**src/rtl/ivl_uvm_ovl_fire_pkg.sv**
```systemverilog
// ---------------------------------------------------------------------------
// ivl_uvm_ovl_fire_pkg
// Shared definitions for the OVL fire collector:
//   - bit positions inside one checker's 3-bit fire vector
//   - log_type encodings
//   - fire_rec_t, the record stored in the event FIFO
//   - id_width(), derives the checker-index width from the checker count
// fire_rec_t is sized for the largest supported configuration (16 checkers,
// 32-bit timestamps). The collector zero-extends into it and trims on the way out.
// ---------------------------------------------------------------------------
package ivl_uvm_ovl_fire_pkg;

    // Bit positions within one checker's fire vector
    localparam int FIRE_ASSERT = 0;
    localparam int FIRE_XCHECK = 1;
    localparam int FIRE_COVER  = 2;
    localparam int FIRE_BITS   = 3;

    // log_type encodings
    localparam logic LOG_TYPE_ASSERT = 1'b0;
    localparam logic LOG_TYPE_XCHECK = 1'b1;

    // Upper bounds for record fields
    localparam int REC_ID_W   = 4;
    localparam int REC_TIME_W = 32;

    typedef struct packed {
        logic [REC_ID_W-1:0]   id;
        logic                  typ;
        logic [REC_TIME_W-1:0] stamp;
    } fire_rec_t;

    // Checker-index width with a floor of one bit
    function automatic int id_width(input int n);
        return (n > 1) ? $clog2(n) : 1;
    endfunction

endpackage

```
**src/rtl/ivl_uvm_ovl_fire_fifo.sv**
```systemverilog
// ---------------------------------------------------------------------------
// ivl_uvm_ovl_fire_fifo
// Synchronous show-ahead FIFO of fire_rec_t records.
//   clock, reset : rising-edge clock, asynchronous active-high reset
//   clear        : synchronous flush; wins over push and pop
//   push/push_rec: write request and data (accepted when not full, or when
//                  full and a pop happens in the same cycle)
//   pop          : remove head record (ignored when empty)
//   head_rec     : current head record, valid while empty is low
//   empty/full   : derived from read/write pointers carrying an extra wrap bit
// ---------------------------------------------------------------------------
module ivl_uvm_ovl_fire_fifo
    import ivl_uvm_ovl_fire_pkg::*;
#(
    parameter int DEPTH = 8
) (
    input  logic      clock,
    input  logic      reset,
    input  logic      clear,
    input  logic      push,
    input  fire_rec_t push_rec,
    input  logic      pop,
    output fire_rec_t head_rec,
    output logic      empty,
    output logic      full
);

    localparam int AW = $clog2(DEPTH);

    fire_rec_t    mem_q [DEPTH];
    logic [AW:0]  wr_ptr_q, wr_ptr_d;
    logic [AW:0]  rd_ptr_q, rd_ptr_d;
    logic         do_push;
    logic         do_pop;

    assign empty = (wr_ptr_q == rd_ptr_q);
    assign full  = (wr_ptr_q[AW] != rd_ptr_q[AW]) &&
                   (wr_ptr_q[AW-1:0] == rd_ptr_q[AW-1:0]);

    // A pop frees the slot this cycle, so a push at full is legal alongside it
    assign do_pop  = pop && !empty && !clear;
    assign do_push = push && (!full || do_pop) && !clear;

    always_comb begin
        wr_ptr_d = wr_ptr_q;
        rd_ptr_d = rd_ptr_q;
        if (clear) begin
            wr_ptr_d = '0;
            rd_ptr_d = '0;
        end else begin
            if (do_push) wr_ptr_d = wr_ptr_q + 1'b1;
            if (do_pop)  rd_ptr_d = rd_ptr_q + 1'b1;
        end
    end

    always_ff @(posedge clock or posedge reset) begin
        if (reset) begin
            wr_ptr_q <= '0;
            rd_ptr_q <= '0;
        end else begin
            wr_ptr_q <= wr_ptr_d;
            rd_ptr_q <= rd_ptr_d;
        end
    end

    // Storage is not reset; the pointers alone define what is valid
    always_ff @(posedge clock) begin
        if (do_push) mem_q[wr_ptr_q[AW-1:0]] <= push_rec;
    end

    assign head_rec = mem_q[rd_ptr_q[AW-1:0]];

endmodule

```
**src/rtl/ivl_uvm_ovl_fire_collector.sv**
```systemverilog
// ---------------------------------------------------------------------------
// ivl_uvm_ovl_fire_collector
// Gathers OVL checker fire vectors, counts failures, keeps sticky status and
// queues one {id, type, timestamp} record per failure event.
// Ports:
//   clock, reset        rising-edge clock, asynchronous active-high reset
//   enable              gates fire qualification (FIFO drain unaffected)
//   clear               synchronous flush of counters, pending, FIFO, flags
//   fire_in             checker k at [3k+2:3k] = {cover, xcheck, assert}
//   log_valid/ready     show-ahead record port; pop on valid && ready
//   log_id/type/time    head record fields
//   fail_cnt            saturating count of failure events
//   any_fail, first_id  sticky first-failure status
//   ovfl                sticky: an event was dropped
// Build option: define OVL_FIRE_XCHECK_EN to treat xcheck bits as failures
// (log_type=1). Without it xcheck bits are ignored and log_type is 0.
// ---------------------------------------------------------------------------
module ivl_uvm_ovl_fire_collector
    import ivl_uvm_ovl_fire_pkg::*;
#(
    parameter int NUM_CHK   = 4,
    parameter int CNT_W     = 16,
    parameter int LOG_DEPTH = 8,
    localparam int IDW      = id_width(NUM_CHK)
) (
    input  logic                         clock,
    input  logic                         reset,
    input  logic                         enable,
    input  logic                         clear,
    input  logic [FIRE_BITS*NUM_CHK-1:0] fire_in,
    output logic                         log_valid,
    input  logic                         log_ready,
    output logic [IDW-1:0]               log_id,
    output logic                         log_type,
    output logic [CNT_W-1:0]             log_time,
    output logic [CNT_W-1:0]             fail_cnt,
    output logic                         any_fail,
    output logic [IDW-1:0]               first_id,
    output logic                         ovfl
);

    localparam int SUM_W = CNT_W + 5;   // room for adding up to 16 events

    logic [CNT_W-1:0]   ts_cnt_q, ts_cnt_d;
    logic [NUM_CHK-1:0] pend_q, pend_d;
    logic [CNT_W-1:0]   pts_q [NUM_CHK];
    logic [CNT_W-1:0]   pts_d [NUM_CHK];
`ifdef OVL_FIRE_XCHECK_EN
    logic [NUM_CHK-1:0] ptyp_q, ptyp_d;
`endif
    logic [CNT_W-1:0]   fail_cnt_q, fail_cnt_d;
    logic               any_fail_q, any_fail_d;
    logic [IDW-1:0]     first_id_q, first_id_d;
    logic               ovfl_q, ovfl_d;

    logic [NUM_CHK-1:0] fail_vec;
    logic [NUM_CHK-1:0] fail_typ;
    logic [NUM_CHK-1:0] cover_bits;
    logic [NUM_CHK-1:0] grant_vec;
    logic [NUM_CHK-1:0] drained;
    logic [IDW-1:0]     grant_idx;
    logic               grant_any;
    logic [IDW-1:0]     low_fail_idx;
    logic [4:0]         fail_pop;
    logic [SUM_W-1:0]   fail_sum;

    fire_rec_t          push_rec;
    fire_rec_t          head_rec;
    logic               fifo_push;
    logic               fifo_pop;
    logic               fifo_empty;
    logic               fifo_full;

    // Per-checker qualification
    for (genvar gi = 0; gi < NUM_CHK; gi++) begin : g_qual
        assign cover_bits[gi] = fire_in[FIRE_BITS*gi+FIRE_COVER];
`ifdef OVL_FIRE_XCHECK_EN
        assign fail_vec[gi] = enable & (fire_in[FIRE_BITS*gi+FIRE_ASSERT] |
                                        fire_in[FIRE_BITS*gi+FIRE_XCHECK]);
        // assert wins when both fire in the same cycle
        assign fail_typ[gi] = fire_in[FIRE_BITS*gi+FIRE_ASSERT] ?
                              LOG_TYPE_ASSERT : LOG_TYPE_XCHECK;
`else
        assign fail_vec[gi] = enable & fire_in[FIRE_BITS*gi+FIRE_ASSERT];
        assign fail_typ[gi] = fire_in[FIRE_BITS*gi+FIRE_XCHECK];
`endif
    end

    // Fixed-priority arbiter over pending entries (lowest index wins) and
    // lowest-index search over this cycle's failures
    always_comb begin
        grant_vec    = '0;
        grant_idx    = '0;
        grant_any    = 1'b0;
        low_fail_idx = '0;
        fail_pop     = '0;
        for (int k = NUM_CHK - 1; k >= 0; k--) begin
            if (pend_q[k]) begin
                grant_vec    = '0;
                grant_vec[k] = 1'b1;
                grant_idx    = IDW'(k);
                grant_any    = 1'b1;
            end
            if (fail_vec[k]) low_fail_idx = IDW'(k);
        end
        for (int k = 0; k < NUM_CHK; k++) begin
            fail_pop = fail_pop + {4'b0, fail_vec[k]};
        end
    end

    assign fifo_pop  = log_valid && log_ready;
    assign fifo_push = grant_any && (!fifo_full || fifo_pop);
    assign drained   = fifo_push ? grant_vec : '0;

    always_comb begin
        push_rec       = '0;
        push_rec.id    = REC_ID_W'(grant_idx);
        push_rec.stamp = REC_TIME_W'(pts_q[grant_idx]);
`ifdef OVL_FIRE_XCHECK_EN
        push_rec.typ   = ptyp_q[grant_idx];
`else
        push_rec.typ   = LOG_TYPE_ASSERT;
`endif
    end

    // Capture, counting and sticky flags
    always_comb begin
        ts_cnt_d   = ts_cnt_q + 1'b1;
        pend_d     = pend_q & ~drained;
        pts_d      = pts_q;
`ifdef OVL_FIRE_XCHECK_EN
        ptyp_d     = ptyp_q;
`endif
        ovfl_d     = ovfl_q;
        any_fail_d = any_fail_q;
        first_id_d = first_id_q;

        for (int k = 0; k < NUM_CHK; k++) begin
            if (fail_vec[k]) begin
                // A slot being drained this cycle can take the new event
                if (pend_q[k] && !drained[k]) begin
                    ovfl_d = 1'b1;
                end else begin
                    pend_d[k] = 1'b1;
                    pts_d[k]  = ts_cnt_q;
`ifdef OVL_FIRE_XCHECK_EN
                    ptyp_d[k] = fail_typ[k];
`endif
                end
            end
        end

        fail_sum = SUM_W'(fail_cnt_q) + SUM_W'(fail_pop);
        if (fail_sum[SUM_W-1:CNT_W] != '0) fail_cnt_d = '1;
        else                                fail_cnt_d = fail_sum[CNT_W-1:0];

        if (!any_fail_q && (fail_vec != '0)) begin
            any_fail_d = 1'b1;
            first_id_d = low_fail_idx;
        end

        if (clear) begin
            ts_cnt_d   = '0;
            pend_d     = '0;
            for (int k = 0; k < NUM_CHK; k++) pts_d[k] = '0;
`ifdef OVL_FIRE_XCHECK_EN
            ptyp_d     = '0;
`endif
            ovfl_d     = 1'b0;
            any_fail_d = 1'b0;
            first_id_d = '0;
            fail_cnt_d = '0;
        end
    end

    always_ff @(posedge clock or posedge reset) begin
        if (reset) begin
            ts_cnt_q   <= '0;
            pend_q     <= '0;
            for (int k = 0; k < NUM_CHK; k++) pts_q[k] <= '0;
`ifdef OVL_FIRE_XCHECK_EN
            ptyp_q     <= '0;
`endif
            fail_cnt_q <= '0;
            any_fail_q <= 1'b0;
            first_id_q <= '0;
            ovfl_q     <= 1'b0;
        end else begin
            ts_cnt_q   <= ts_cnt_d;
            pend_q     <= pend_d;
            pts_q      <= pts_d;
`ifdef OVL_FIRE_XCHECK_EN
            ptyp_q     <= ptyp_d;
`endif
            fail_cnt_q <= fail_cnt_d;
            any_fail_q <= any_fail_d;
            first_id_q <= first_id_d;
            ovfl_q     <= ovfl_d;
        end
    end

    ivl_uvm_ovl_fire_fifo #(
        .DEPTH (LOG_DEPTH)
    ) u_fifo (
        .clock    (clock),
        .reset    (reset),
        .clear    (clear),
        .push     (fifo_push),
        .push_rec (push_rec),
        .pop      (fifo_pop),
        .head_rec (head_rec),
        .empty    (fifo_empty),
        .full     (fifo_full)
    );

    assign log_valid = !fifo_empty;
    assign log_id    = head_rec.id[IDW-1:0];
    assign log_time  = head_rec.stamp[CNT_W-1:0];
`ifdef OVL_FIRE_XCHECK_EN
    assign log_type  = head_rec.typ;
`else
    assign log_type  = LOG_TYPE_ASSERT;
`endif
    assign fail_cnt  = fail_cnt_q;
    assign any_fail  = any_fail_q;
    assign first_id  = first_id_q;
    assign ovfl      = ovfl_q;

    // Cover bits, untouched type/upper record bits are intentionally dropped
    logic unused_bits;
    assign unused_bits = ^{cover_bits, fail_typ, head_rec};

endmodule

```
**config.mk**
```make
export PLATFORM = sky130hd
export DESIGN_NAME = ivl_uvm_ovl_fire_collector
export DESIGN_NICKNAME = d
export VERILOG_FILES = /design/src/rtl/ivl_uvm_ovl_fire_pkg.sv /design/src/rtl/ivl_uvm_ovl_fire_fifo.sv /design/src/rtl/ivl_uvm_ovl_fire_collector.sv
export SDC_FILE = /design/constraint.sdc
export NUM_CORES = 1
export LEC_CHECK = 0
export BUFFER_PORTS_ARGS = -buffer_cell sky130_fd_sc_hd__clkbuf_2
export CORE_UTILIZATION = 47
export DETAILED_ROUTE_END_ITERATION = 16
export PLACE_DENSITY = 0.66
export SETUP_SLACK_MARGIN = 0.2
export SKIP_LAST_GASP = 1
export SYNTH_ARGS = -nofsm -noshare
export SYNTH_HDL_FRONTEND = slang
export SYNTH_SLANG_ARGS = --single-unit
```
**constraint.sdc**
```tcl
create_clock -name clock -period 3.7 [get_ports clock]
set_clock_uncertainty 0.1 [all_clocks]
set_input_delay 0.185 -clock clock [delete_from_list [all_inputs] [get_ports clock]]
set_output_delay 0.185 -clock clock [all_outputs]
set_load 0.03 [all_outputs]
```
==> metrics.csv, run 1 <==
stage;metric;value;unit
synthesis;Post-synth top cells;144 x edfxtp_1, 112 x dfrtp_1, 93 x nor2_1, 66 x mux2i_1, 52 x mux4_2;
cts;clock tree from TritonCTS;built;
routing;final routed wire length divided by cell count;19.29;um
layout;Antenna diodes;0;
routing;DR vias/cell;5.515;
die;Die Footprint;24020;um2
critical_path;required time worst endpoint;4040;ps
layout;# nets final;796;
die;chip height;155.0;um
synthesis;Avg Inst Size Synth;15.47;um2
cts;Reg clk slew, reported paths;60;ps
die;initial core utilization;48.30;%
critical_path;critical path start-end classification;in2reg;
synthesis;top cells by area, synth;edfxtp_1 39%, dfrtp_1 25%, mux4_2 11%;
critical_path;Critical Path End Type;flip-flop;
global_routing;overall routing resource usage;18.67;%
outcome;outcome;completed;
placed_design;post-detailed-placement half-perimeter wirelength;12720;um
cts;CTS Buf Count;27;
placed_design;Cell Area, Placed;11560;um2
placed_design;count of port buffers added during placement;47;
layout;Layout area overhead;13.37;%
critical_path;WP buf/inv;6;
critical_path;kind of cell adding the most delay to the critical path;buffers and inverters;
global_routing;pin count of the biggest net entering global routing;114;
critical_path;Critical-path top delay cell;dlygate4sd3_1;
synthesis;Post-Syn Nets;735;
cts;root buf cell;clkbuf_16;
global_routing;vias in the first global route;6325;
routing;ANT nets after route;0;
critical_path;Worst path max stage delay;540;ps
die;# rows;55;
cts;maximum number of buffers from clock root to sink;3;
pwr;leakage power;4.928;nW
synthesis;most frequently used flop master after synthesis;edfxtp_1;
synthesis;number of enable flip-flop cells after synthesis;144;
routing;count of unresolved DRC violations after routing;0;
synthesis;number of standard cells after synthesis;711;
flow_run;maximum capacitance violations;0;
global_routing;global-route wire length before repair;34670;um
synthesis;most instantiated library cell after synthesis;edfxtp_1;
die;total I/O pin count;57;
placed_design;worst slack after detailed placement;428.5;ps
synthesis;fraction of synthesis flops using an asynchronous set or reset pin;43.75;%
timing;Final Setup Violations;0;
cts;later-pin clock latency in the skew report;530;ps
pwr;Power Density;525.7;nW/um2
timing;Worst-Margin Slew;1136;ps
cts;count of buffers added by post-CTS timing repair for setup;0;
timing;Period minus WS final;3316;ps
synthesis;total of flip-flops plus latches after synthesis;256;
timing;Hold Fails Final Rpt;0;
routing;first-iteration detailed-routing DRC count;399;
critical_path;Critical Path Start Type;primary input;
routing;total vias in the final route;6100;
hold_path;worst hold-check path type;in2reg;
placed_design;final RePlAce weighted congestion;0.7508;
critical_path;WP data arrival;3660;ps
cts;H-tree levels;1;
timing;Slew headroom;24.27;%
synthesis;post-synthesis cell area;11000;um2
synthesis;share of Yosys cell area claimed by the top area cell type;39.30;%
pwr;maximum VDD drop;0.0002609;V
timing;setup TNS;0;ps
timing;Final Max Tran Viols;0;
critical_path;largest fanout on the critical path;13;
die;x dimension of the die;155.0;um
cts;sink count of the clock tree;256;
global_routing;initial antenna violation count;0;
critical_path;critical path cell sequence;dlygate4sd3_1, clkbuf_2, nand2_1, inv_1, fa_1, inv_1, fa_1, inv_1, fa_1, nand3_1, or2_2, or3_1, buf_4, o21a_1, nor2_1;
synthesis;number of distinct library cells after synthesis;51;
timing;RSZ-0062 raised after global routing;false;
layout;final non-filler cell area;12470;um2
cts;post_cts resized;0;
layout;fraction of layout instances using a drive strength above 1;24.21;%
synthesis;number of warning messages in the yosys log;0;
synthesis;register area share after synthesis;64.78;%
timing;Max Freq;301.6;MHz
routing;overall routed net length;21340;um
timing;worst-case setup margin in the final layout;384.5;ps
timing;share of the clock period used by the worst path;89.61;%
die;floorplan core area;22780;um2
global_routing;gr ovfl total;0;
synthesis;top cell type by total area after synthesis;edfxtp_1;
routing;total iterations of the first detailed-routing run;5;
==> metrics by stage <==
step	instances	hold slack, ps	total power [W]	utilization [%]
2_1_floorplan	711	264.0	0.003901	-
3_3_place_gp	1047	305.6	0.004095	50.74
3_5_place_dp	1047	325.3	0.004112	50.74
4_1_cts	1106	27.05	0.006638	54.76
5_1_grt	1106	83.30	0.006826	54.76
6_report	1106	49.91	0.006558	54.76
==> sequential cells by signal (all words and copies together), names as in the netlist <==
name / flops
u_fifo.wr_ptr_q: 4
ovfl: 1
pts_q: 64
fail_cnt: 16
pend_q: 4
any_fail: 1
u_fifo.rd_ptr_q: 4
u_fifo.mem_q: 144
first_id: 2
ts_cnt_q: 16
==> timing repair <==
| action | in CTS | in global routing |
|---|---|---|
| hold buffers | 9 | 0 |
| endpoints found under the setup margin | 0 | 0 |
| endpoints found under the hold margin | 75 | 0 |
==> per-layer routing <==
layer  track usage, %  part of all wire [%]  vias to the layer above
met1            24.76                    42                     3152
met5                0                     0                        -
li1                 -                     -                     2773
met4            6.035                   1.8                        0
met3            3.315                   5.5                       31
met2            31.36                    50                      144
==> worst register-to-register path, cell delays in order, from the launching register on <==
cell,delay (ps)
dfrtp_1,480
xor2_1,250
or4_4,570
nor2_1,360
o2111ai_1,150
dlygate4sd3_1,580
a31oi_1,160
dlygate4sd3_1,570
==> cell type report <==
cell class              count  area, um2
clock inverters            10      81.33
well taps                 313      391.6
flip-flops and latches    256       7128
repair buffers             75      470.5
multi-input cells         401       3613
fillers                  1794      10300
clock buffers              40      744.5
inverters                  11      43.79
==> logic make-up after synthesis <==
| logic type | synth area share [%] |
|---|---|
| fa+ha+maj | 1.001 |
| compound gates | 3.924 |
| buf+inv | 2.502 |
| flops | 64.78 |
| simple gates | 7.040 |
| other cells | 0.03409 |
| xor+xnor | 2.229 |
| mux | 18.49 |
==> path summary, 6_finish.rpt <==
| path | from | endpoint | slack [ps] | depth (start not counted) |
|---|---|---|---|---|
| setup reg to reg | u_fifo.wr_ptr_q[2]$_DFFE_PP0P_ | ovfl$_DFF_PP0_ | 420 | 7 |
| hold / removal | log_ready | u_fifo.rd_ptr_q[0]$_DFFE_PP0P_ | 50 | 4 |
| setup / recovery | enable | fail_cnt[6]$_DFF_PP0_ | 380 | 15 |
| max in group asynchronous | reset | pts_q[26]$_DFFE_PP0P_ | 2380 | 4 |
| hold reg to reg | pts_q[4]$_DFFE_PP0P_ | pts_q[4]$_DFFE_PP0P_ | 420 | 2 |
| min in group asynchronous | reset | fail_cnt[8]$_DFF_PP0_ | 300 | 3 |
==> where the power goes <==
part | leakage, nW | internal [W] | total (W) | switching (W)
combinational | 1.54 | 0.000387 | 0.000940 | 0.000553
clock | 0.398 | 0.00146 | 0.00251 | 0.00105
sequential | 2.99 | 0.00306 | 0.00311 | 0.0000432
==> cells in the final DEF (no fill, tap or decap), types with 9 or more instances in the layout <==
master | netlist | final
edfxtp_1 | 144 | 144
dfrtp_1 | 112 | 111
nor2_1 | 93 | 93
mux2i_1 | 66 | 66
mux4_2 | 52 | 52
clkbuf_2 | 1 | 46
a21oi_1 | 28 | 28
clkbuf_16 | 0 | 27
xor2_1 | 20 | 20
buf_4 | 1 | 20
nand2_1 | 19 | 19
mux2_2 | 18 | 18
nand3_1 | 13 | 13
clkbuf_1 | 22 | 11
inv_1 | 11 | 10
o21ai_0 | 10 | 10
dlygate4sd3_1 | 0 | 9
Power figures use the tool's default switching activity.
==> run 2: changes to the inputs <==
--- a/config.mk
+++ b/config.mk
@@ -8,7 +8,7 @@
 export BUFFER_PORTS_ARGS = -buffer_cell sky130_fd_sc_hd__clkbuf_2
 export CORE_UTILIZATION = 47
 export DETAILED_ROUTE_END_ITERATION = 16
-export PLACE_DENSITY = 0.66
+export PLACE_DENSITY = 0.75
 export SETUP_SLACK_MARGIN = 0.2
 export SKIP_LAST_GASP = 1
 export SYNTH_ARGS = -nofsm -noshare
==> constraint.sdc (replaced) <==
create_clock -name clock -period 3.65 [get_ports clock]
set_clock_uncertainty 0.1 [all_clocks]
set_input_delay 0.1825 -clock clock [delete_from_list [all_inputs] [get_ports clock]]
set_output_delay 0.1825 -clock clock [all_outputs]
set_load 0.03 [all_outputs]
==> run 2 against run 1 <==
  * Sequential cell count unchanged
  * Utilization increased by 0.12 points
  * Sequential power rose by 1%
  * Design area increased by 0.22%
  * Via count shrank 2.8%
  * First-iteration DRC count down 3.0%
  * Die area is the same
  * Routed wire length is 4.2% lower
  * Worst setup slack got worse by 6.7 ps
  * Critical path depth unchanged
  * Clock power is 2% lower
==> metrics.csv, run 2 (synthesis results as in run 1) <==
stage;metric;value;unit;change
die;floorplan core area;22780;um2;unchanged
die;# rows;55;;unchanged
critical_path;critical path start-end classification;in2reg;;
die;x dimension of the die;155.0;um;unchanged
layout;fraction of layout instances using a drive strength above 1;25.69;%;+1.5 points
critical_path;Critical Path End Type;flip-flop;;
timing;share of the clock period used by the worst path;89.65;%;
timing;worst-case setup margin in the final layout;377.8;ps;-6.723 ps
layout;# nets final;798;;+0.25%
placed_design;Cell Area, Placed;11570;um2;about the same
timing;Period minus WS final;3272;ps;
routing;total iterations of the first detailed-routing run;4;;-1
global_routing;pin count of the biggest net entering global routing;85;;-25%
layout;Antenna diodes;0;;unchanged
cts;sink count of the clock tree;256;;unchanged
layout;post-layout utilization of the core;54.88;%;+0.12 points
routing;ANT nets after route;0;;unchanged
die;initial core utilization;48.30;%;unchanged
timing;setup TNS;0;ps;unchanged
routing;first-iteration detailed-routing DRC count;387;;-3.0%
timing;Worst-Margin Slew;1098;ps;-38.12 ps
critical_path;critical path cell sequence;dlygate4sd3_1, clkbuf_2, nand2_2, inv_1, fa_1, inv_1, fa_1, inv_1, fa_1, nand3_1, or2_2, or3_1, buf_4, o21a_1, nor2_1;;
die;chip height;155.0;um;unchanged
layout;max reg flops;144;;unchanged
cts;clock tree from TritonCTS;built;;
placed_design;worst slack after detailed placement;391.5;ps;-36.92 ps
pwr;Power Density;526.0;nW/um2;about the same
timing;Hold Fails Final Rpt;0;;unchanged
pwr;leakage power;4.924;nW;about the same
layout;Layout area overhead;13.62;%;
timing;Slew headroom;26.73;%;+2.5 points
flow_run;maximum capacitance violations;0;;unchanged
cts;maximum number of buffers from clock root to sink;3;;unchanged
placed_design;post-detailed-placement half-perimeter wirelength;11650;um;-8.4%
global_routing;global-route wire length before repair;33200;um;-4.2%
critical_path;required time worst endpoint;4000;ps;-40 ps
placed_design;final RePlAce weighted congestion;0.7878;;+4.9%
timing;Max Freq;305.6;MHz;
cts;root buf cell;clkbuf_16;;
timing;RSZ-0062 raised after global routing;false;;
cts;later-pin clock latency in the skew report;520;ps;about the same
global_routing;vias in the first global route;6123;;-3.2%
global_routing;initial antenna violation count;0;;unchanged
placed_design;count of port buffers added during placement;47;;unchanged
critical_path;WP data arrival;3620;ps;-40 ps
critical_path;largest fanout on the critical path;13;;unchanged
timing;Final Setup Violations;0;;unchanged
routing;final routed wire length divided by cell count;18.47;um;-4.3%
layout;final non-filler cell area;12500;um2;+0.22%
timing;Final Max Tran Viols;0;;unchanged
outcome;outcome;completed;;
routing;overall routed net length;20450;um;-4.2%
critical_path;Worst path max stage delay;550;ps;about the same
routing;total vias in the final route;5931;;-2.8%
critical_path;Critical Path Start Type;primary input;;
cts;H-tree levels;1;;unchanged
global_routing;overall routing resource usage;17.59;%;-1.1 points
die;Die Footprint;24020;um2;unchanged
cts;CTS Buf Count;27;;unchanged
die;total I/O pin count;57;;unchanged
routing;DR vias/cell;5.358;;-2.9%
cts;Reg clk slew, reported paths;60;ps;about the same
layout;most common library cell in the layout ignoring fill and taps;edfxtp_1;;
global_routing;gr ovfl total;0;;unchanged
layout;top library cells by usage in the layout, fill and taps aside;144 x edfxtp_1, 111 x dfrtp_1, 86 x nor2_1;;
hold_path;worst hold-check path type;in2reg;;
critical_path;Critical-path top delay cell;dlygate4sd3_1;;
routing;count of unresolved DRC violations after routing;0;;unchanged
pwr;maximum VDD drop;0.0003257;V;+25%
==> run 2: final timing paths <==
path | startpoint | endpoint | slack [ps] | cells past startpoint
max | enable | fail_cnt[6]$_DFF_PP0_ | 380 | 15
min | log_ready | pend_q[0]$_DFF_PP0_ | 6 | 4
max reg2reg | u_fifo.wr_ptr_q[2]$_DFFE_PP0P_ | ovfl$_DFF_PP0_ | 480 | 7
min reg2reg | pts_q[57]$_DFFE_PP0P_ | pts_q[57]$_DFFE_PP0P_ | 420 | 2
max in group asynchronous | reset | pts_q[35]$_DFFE_PP0P_ | 2260 | 4
min in group asynchronous | reset | fail_cnt[7]$_DFF_PP0_ | 330 | 3
==> run 2: area by class of cell <==
class	instances	area, um2
fillers	1794	10280
multi-input cells	401	3640
repair buffers	77	493.0
flip-flops and latches	256	7128
clock buffers	34	711.9
clock inverters	15	92.59
inverters	11	43.79
well taps	313	391.6
==> run 2: metal layers <==
layer | vias to the layer above | share of wire (%) | GRT usage (%)
met4 | 0 | 1.5 | 4.102
met1 | 3029 | 44 | 23.32
met3 | 28 | 3.5 | 2.228
met5 | - | 0 | 0
li1 | 2778 | - | -
met2 | 96 | 51 | 30.97
==> run 2: stage by stage <==
stage / instances / power, W / hold WS (ps)
after detailed placement: 1046 / 0.004162 / 358.2
final: 1107 / 0.006576 / 6.135
after global routing: 1107 / 0.006815 / 18.97
after global placement: 1046 / 0.004150 / 358.3
after floorplan: 711 / 0.003955 / 261.5
after CTS: 1107 / 0.006648 / 38.49
==> run 2: repair_timing <==
item / CTS / global route
setup endpoints to repair: 0 / 6
endpoints found under the hold margin: 103 / 0
setup buffers: 0 / 0
gates resized for setup: 0 / 3
hold buffers: 12 / 0
==> run 2: report_power, final <==
group | leakage (nW) | total [W] | internal, W | switching [W]
sequential | 2.99 | 0.00315 | 0.00310 | 0.0000429
clock | 0.385 | 0.00247 | 0.00139 | 0.00109
combinational | 1.55 | 0.000956 | 0.000395 | 0.000561
total | 4.92 | 0.00658 | 0.00488 | 0.00169
==> run 2: critical path, delay by kind of cell <==
| family | cells | cell delay [ps] |
|---|---|---|
| AO/OA/AOI/OAI | 1 | 110 |
| AND/OR/NAND/NOR | 5 | 1020 |
| buffers and inverters | 6 | 1160 |
| adder cells (fa/ha/maj) | 3 | 1130 |
